[config.mk]
export PLATFORM = sky130hd
export DESIGN_NAME = riscv_rf_wb_arbiter
export DESIGN_NICKNAME = d
export VERILOG_FILES = /design/src/rtl/riscv_wbarb_pkg.sv /design/src/rtl/riscv_rr_arbiter.sv /design/src/rtl/riscv_rf_wb_arbiter.sv
export SDC_FILE = /design/constraint.sdc
export NUM_CORES = 1
export LEC_CHECK = 0
export ABC_AREA = 1
export CAP_MARGIN = 20
export CORE_MARGIN = 2
export CORE_UTILIZATION = 34
export DETAILED_ROUTE_END_ITERATION = 6
export HOLD_SLACK_MARGIN = 0.05
export PLACE_DENSITY = 0.78
export SLEW_MARGIN = 20
export SYNTH_ARGS = -nofsm -noshare
export SYNTH_HDL_FRONTEND = slang
export SYNTH_HIERARCHICAL = 1
export SYNTH_SLANG_ARGS = --single-unit
[constraint.sdc]
create_clock -name i_riscv_wbarb_clk -period 3.65 [get_ports i_riscv_wbarb_clk]
set_input_delay 0.9125 -clock i_riscv_wbarb_clk [delete_from_list [all_inputs] [get_ports i_riscv_wbarb_clk]]
set_output_delay 0.9125 -clock i_riscv_wbarb_clk [all_outputs]
set_load 0.005 [all_outputs]
[src/rtl/riscv_wbarb_pkg.sv]
// Shared types and sizes for the register-file writeback arbiter.
// Writeback source indices match the requester bit positions on the arbiter ports.
package riscv_wbarb_pkg;

  localparam int XLEN       = 64;
  localparam int REG_ADDR_W = 5;
  localparam int NUM_REGS   = 32;

  typedef enum logic [1:0] {
    WB_ALU = 2'd0,
    WB_LSU = 2'd1,
    WB_MDU = 2'd2
  } wb_src_e;

endpackage

[src/rtl/riscv_rr_arbiter.sv]
// N-way arbiter with a one-hot grant (combinational) and a rotating priority pointer (registered).
// RISCV_WBARB_FIXED_PRIO_EN selects fixed lowest-index priority, with the pointer tied to 0.
module riscv_rr_arbiter #(
  parameter int N = 3
) (
  input  logic         clk,
  input  logic         rst,
  input  logic         clear,
  input  logic [N-1:0] req,
  input  logic         advance,
  output logic [N-1:0] grant
);

  localparam int PW = (N > 1) ? $clog2(N) : 1;

  logic [PW-1:0] ptr;
  logic [PW-1:0] gidx;
  logic [PW:0]   pos;
  logic [PW-1:0] idx;
  logic          found;

  // Walk the requesters starting at the pointer, wrapping mod N; the first hit wins.
  always_comb begin
    grant = '0;
    gidx  = '0;
    found = 1'b0;
    pos   = '0;
    idx   = '0;
    for (int i = 0; i < N; i++) begin
      pos = {1'b0, ptr} + (PW+1)'(i);
      if (pos >= (PW+1)'(N)) begin
        pos = pos - (PW+1)'(N);
      end
      idx = pos[PW-1:0];
      if (!found && req[idx]) begin
        grant[idx] = 1'b1;
        gidx       = idx;
        found      = 1'b1;
      end
    end
  end

`ifdef RISCV_WBARB_FIXED_PRIO_EN
  logic unused_fixed_prio;
  assign unused_fixed_prio = rst ^ clear ^ advance ^ (^gidx);

  always_ff @(posedge clk) begin
    ptr <= '0;
  end
`else
  always_ff @(posedge clk) begin
    if (rst || clear) begin
      ptr <= '0;
    end else if (advance) begin
      ptr <= (gidx == PW'(N-1)) ? '0 : gidx + 1'b1;
    end
  end
`endif

endmodule

[src/rtl/riscv_rf_wb_arbiter.sv]
// Shares the rf write port among NREQ writeback sources; registered write one cycle after grant,
// plus a pending-write scoreboard. RISCV_WBARB_FIXED_PRIO_EN switches round-robin to fixed priority.
module riscv_rf_wb_arbiter #(
  parameter int NREQ  = 3,
  parameter int XLEN  = 64,
  parameter int ADDRW = 5
) (
  input  logic                  i_riscv_wbarb_clk,
  input  logic                  i_riscv_wbarb_rst,
  input  logic [NREQ-1:0]       i_riscv_wbarb_req_valid,
  output logic [NREQ-1:0]       o_riscv_wbarb_req_ready,
  input  logic [NREQ*ADDRW-1:0] i_riscv_wbarb_req_rdaddr,
  input  logic [NREQ*XLEN-1:0]  i_riscv_wbarb_req_rddata,
  input  logic                  i_riscv_wbarb_issue_valid,
  input  logic [ADDRW-1:0]      i_riscv_wbarb_issue_rdaddr,
  input  logic                  i_riscv_wbarb_flush,
  output logic                  o_riscv_wbarb_rf_regwrite,
  output logic [ADDRW-1:0]      o_riscv_wbarb_rf_rdaddr,
  output logic [XLEN-1:0]       o_riscv_wbarb_rf_rddata,
  output logic [31:0]           o_riscv_wbarb_busy
);

  import riscv_wbarb_pkg::*;

  typedef struct packed {
    logic [ADDRW-1:0] addr;
    logic [XLEN-1:0]  data;
  } wr_t;

  logic [NREQ-1:0]     req_gated;
  logic [NREQ-1:0]     grant;
  logic                xfer;
  wr_t                 sel;
  wr_t                 wr_q;
  logic                regwrite_q;
  logic [NUM_REGS-1:0] busy_q;
  logic [NUM_REGS-1:0] busy_nxt;

  // No grants while in reset or during a flush cycle.
  assign req_gated = i_riscv_wbarb_req_valid
                   & {NREQ{~(i_riscv_wbarb_rst | i_riscv_wbarb_flush)}};

  riscv_rr_arbiter #(
    .N (NREQ)
  ) u_arb (
    .clk     (i_riscv_wbarb_clk),
    .rst     (i_riscv_wbarb_rst),
    .clear   (i_riscv_wbarb_flush),
    .req     (req_gated),
    .advance (xfer),
    .grant   (grant)
  );

  assign xfer = |grant;

  always_comb begin
    sel = '0;
    for (int r = 0; r < NREQ; r++) begin
      if (grant[r]) begin
        sel.addr = i_riscv_wbarb_req_rdaddr[r*ADDRW +: ADDRW];
        sel.data = i_riscv_wbarb_req_rddata[r*XLEN +: XLEN];
      end
    end
  end

  // An x0 result is accepted but never turns into an rf write.
  always_ff @(posedge i_riscv_wbarb_clk) begin
    if (i_riscv_wbarb_rst) begin
      regwrite_q <= 1'b0;
      wr_q       <= '0;
    end else if (xfer) begin
      regwrite_q <= (sel.addr != '0);
      wr_q       <= sel;
    end else begin
      regwrite_q <= 1'b0;
    end
  end

  // Set is applied after clear so a same-cycle issue to the committing reg stays busy.
  always_comb begin
    busy_nxt = busy_q;
    if (xfer) begin
      busy_nxt[sel.addr] = 1'b0;
    end
    if (i_riscv_wbarb_issue_valid && (i_riscv_wbarb_issue_rdaddr != '0)) begin
      busy_nxt[i_riscv_wbarb_issue_rdaddr] = 1'b1;
    end
    busy_nxt[0] = 1'b0;
  end

  always_ff @(posedge i_riscv_wbarb_clk) begin
    if (i_riscv_wbarb_rst || i_riscv_wbarb_flush) begin
      busy_q <= '0;
    end else begin
      busy_q <= busy_nxt;
    end
  end

  assign o_riscv_wbarb_req_ready   = grant;
  assign o_riscv_wbarb_rf_regwrite = regwrite_q;
  assign o_riscv_wbarb_rf_rdaddr   = wr_q.addr;
  assign o_riscv_wbarb_rf_rddata   = wr_q.data;
  assign o_riscv_wbarb_busy        = busy_q;

  a_grant_onehot: assert property (@(posedge i_riscv_wbarb_clk)
    $onehot0(grant) && ((grant & ~i_riscv_wbarb_req_valid) == '0));

  // The hazard unit must stall issue on a reg that still has a write pending.
  a_no_double_issue: assert property (@(posedge i_riscv_wbarb_clk)
    disable iff (i_riscv_wbarb_rst || i_riscv_wbarb_flush)
    (i_riscv_wbarb_issue_valid && (i_riscv_wbarb_issue_rdaddr != '0))
      |-> !busy_q[i_riscv_wbarb_issue_rdaddr]);

endmodule

==> impl_metrics.yaml <==
synthesis:
  netlist.top_cell.by_area: "dfxtp_1"
  yosysSeqAreaShare_pct: 39.88
  netlist_area_mm2: 0.005170
  synth_nets: 914
  synthTopCellsByCount: "dfxtp_1, nand2_1, o21ai_0"
  synthDistinctLibCells: 34
  synth_flop_cell: "dfxtp_1"
  async_reset_ff_share_pct: 0
  synth_top_area_share_pct: 39.88
  synthCells: 691
  synth_edf_count: 0
  synth_most_common_cell: "dfxtp_1"
  synth.avg_cell_area_um2: 7.482
  ys_top_cells_by_area: "dfxtp_1, a221oi_1, o21ai_0"
  yosysWarnings: 6
  synth.ff_latch_count: 103
setup_path:
  critical_path.startpoint_type: "input port"
  setup.reg_to_reg.worst_slack_ns: 0.46
  cp.buffers_inverters: 5
  setup.worst_path.end_class: "output pin"
  critical-path-max-stage-delay_ns: 0.46
  worstPathCellList: "clkdlybuf4s50_1 > inv_1 > nor2_4 > inv_1 > nand2_1 > nand3_1 > nand2_1 > nand3_4 > buf_4 > o21ai_4 > dlygate4sd2_1"
  reg2regPathDepth: 18
  path_class: "input port to output pin"
  rr_startpoint: "u_arb/ptr[0]$_SDFFE_PP0P_"
  critical_path_peak_fanout: 3
  critical_path_arrival_ns: 2.57
  r2r-end: "o_riscv_wbarb_busy[6]$_SDFF_PP0_"
  critical_path.slowest_cell: "clkdlybuf4s50_1"
  critical_path_depth: 11
  critical_path.top_delay_family: "buffers and inverters"
  critical_path_required_ns: 2.74
pwr:
  power.static_leakage_nw: 3.300
  post-layout-total-power_mw: 5.789
  worst_ir_drop_vdd_v: 0.0003436
  powerDensity_mw_per_mm2: 623.3
global_routing:
  grtUsageTotal_pct: 25.04
  overflow: 0
  first_global_vias: 5936
  grt_max_degree: 46
  grt_first_pass_wirelength_mm: 32.12
  antenna_found_initial: 0
placed_design:
  post-dp-hpwl_mm: 16.32
  finalWeightedCongestion: 0.9132
  placed_cells: 1200
  place.port_buffers: 322
drt:
  ant_nets: 0
  drcViolationCount: 0
  dr.pass1.iters: 5
  routedLengthMet1_mm: 8.251
  dr.first_iter.drc_count: 321
  wire_per_inst_um: 17.63
  wire_length_after_detailed_routing_mm: 21.47
  num_vias: 6326
  highest_layer: "met4"
  met2_length_mm: 10.75
  met3RoutedLength_mm: 1.839
  vias_per_cell: 5.194
run_status:
  status: "finished, final reports clean"
run:
  number_of_max_capacitance_violations_reported: 0
sta:
  worst_margin_slew_ns: 0.6628
  setup_violations: 0
  report.final.slew_viol_count: 0
  total_negative_slack_ns: 0
  finalClockSkew_ns: 0.005523
  slew_headroom_pct: 55.65
  max_freq_ghz: 0.2873
  rsz0062_at_grt: "no"
  hold_viol: 0
  final_min_period_over_clock_period_pct: 95.37
  holdWs_ns: 0.4647
  fin_crit_ns: 3.481
floorplan:
  design.die.area_mm2: 0.01621
  dieHeight_um: 127.3
  placement_rows: 45
  initial_core_util_pct: 34.39
  overall_die_width_um: 127.3
  core_area_mm2: 0.01503
  top_level_ports: 324
clock_tree:
  cts_buffer_depth: 2
  total_clock_buffers_created_by_cts: 9
  tritoncts: "built"
  clkLatencyLatePin_ns: 0.35
  clk_pin_slew_ns: 0.07
  ctsRootBufferMaster: "clkbuf_16"
  h_tree_depth_reported_by_cts: 3
  clock_sinks: 103
layout:
  finish.net_count: 1248
  final_cell_count_no_fill: 1218
  postLayoutCoreUtil_pct: 61.79
  layout-drive-gt1-share_pct: 10.58
  diodes: 0
  area_delta_synth_final_pct: 79.67
worst_hold_path:
  hold_path.class: "flip-flop to flip-flop"
  min_delay_worst_endpoint: "o_riscv_wbarb_rf_rdaddr[3]$_SDFFE_PP0N_"
  hold_path_depth: 2
  hold_start: "o_riscv_wbarb_rf_rdaddr[3]$_SDFFE_PP0N_"
## layout make-up
cell class	count	area (um2)
fillers	1336	5744
flip-flops and latches	103	2062
inverters	92	345.3
repair buffers	372	3690
well taps	188	235.2
clock inverters	4	98.84
clock buffers	12	256.5
multi-input cells	447	2601
## sequential cells by signal, indices dropped and copies added (netlist names)
register and count:
o_riscv_wbarb_rf_rddata 64, o_riscv_wbarb_busy 31, o_riscv_wbarb_rf_rdaddr 5, u_arb/ptr 2
o_riscv_wbarb_rf_regwrite 1
## power by group
part | leakage [nW] | switching [mW] | internal (mW)
clock | 0.173 | 0.427 | 0.711
sequential | 0.836 | 0.0912 | 1.32
combinational | 2.29 | 1.72 | 1.52
## tightest hold or removal path: stages, from the launching register on
cell,delay (ns)
dfxtp_1,0.31
nand2_1,0.06
a21oi_1,0.05
## repair_timing
item,in CTS,in global routing
buffers inserted,1,1
pin swaps,1,5
resized for setup,12,16
hold endpoints to repair,0,0
hold buffers,0,0
setup endpoints to repair,7,95
## per-layer routing
layer,vias up,GRT usage [%]
li1,3111,-
met1,2906,28.73
met2,269,44.48
met3,40,6.491
met4,0,9.825
met5,-,0
## cell families (layout without fill, tap and decap cells)
logic type | count (synthesis) | count (layout) | share of synthesized area [%]
buffers and inverters | 141 | 480 | 11.67
and+or+nand+nor | 173 | 173 | 14.26
adders and majority gates | 4 | 4 | 0.9681
other | 1 | 1 | 0.07253
DFF | 103 | 103 | 39.88
AOI/OAI and AO/OA | 269 | 269 | 33.16
## layout by cell type (no fill, tap or decap), drive strengths merged, types with 2 or more instances in the layout
cell,n
a21oi,44
a221oi,61
or2,5
clkbuf,12
nand2,104
clkdlybuf4s50,317
o22ai,61
dlymetal6s2s,2
dlygate4sd2,2
nor2,36
a22o,2
bufinv,3
inv,93
dfxtp,103
o21ai,94
ha,4
a31oi,3
buf,51
nand3,26
## worst max-delay path by stage
stage                                from                                 endpoint  slack [ns]
2_1_floorplan           i_riscv_wbarb_rst  o_riscv_wbarb_rf_rddata[0]$_SDFFE_PP0N_        0.01
3_3_place_gp          i_riscv_wbarb_flush               o_riscv_wbarb_req_ready[0]       -0.34
3_5_place_dp          i_riscv_wbarb_flush               o_riscv_wbarb_req_ready[0]       -0.38
4_1_cts               i_riscv_wbarb_flush               o_riscv_wbarb_req_ready[2]        0.01
5_1_grt        i_riscv_wbarb_req_valid[1]         o_riscv_wbarb_busy[3]$_SDFF_PP0_        0.04
6_report       i_riscv_wbarb_req_valid[1]               o_riscv_wbarb_req_ready[1]        0.17
## metrics by stage
stage | worst slack [ns] | instance area, um2
detailed placement | -0.3794 | 8855
global route | 0.04269 | 9289
floorplan | 0.01047 | 5192
CTS | 0.01219 | 9229
finish | 0.1690 | 9289
global placement | -0.3450 | 8855
Power figures use the tool's default switching activity.
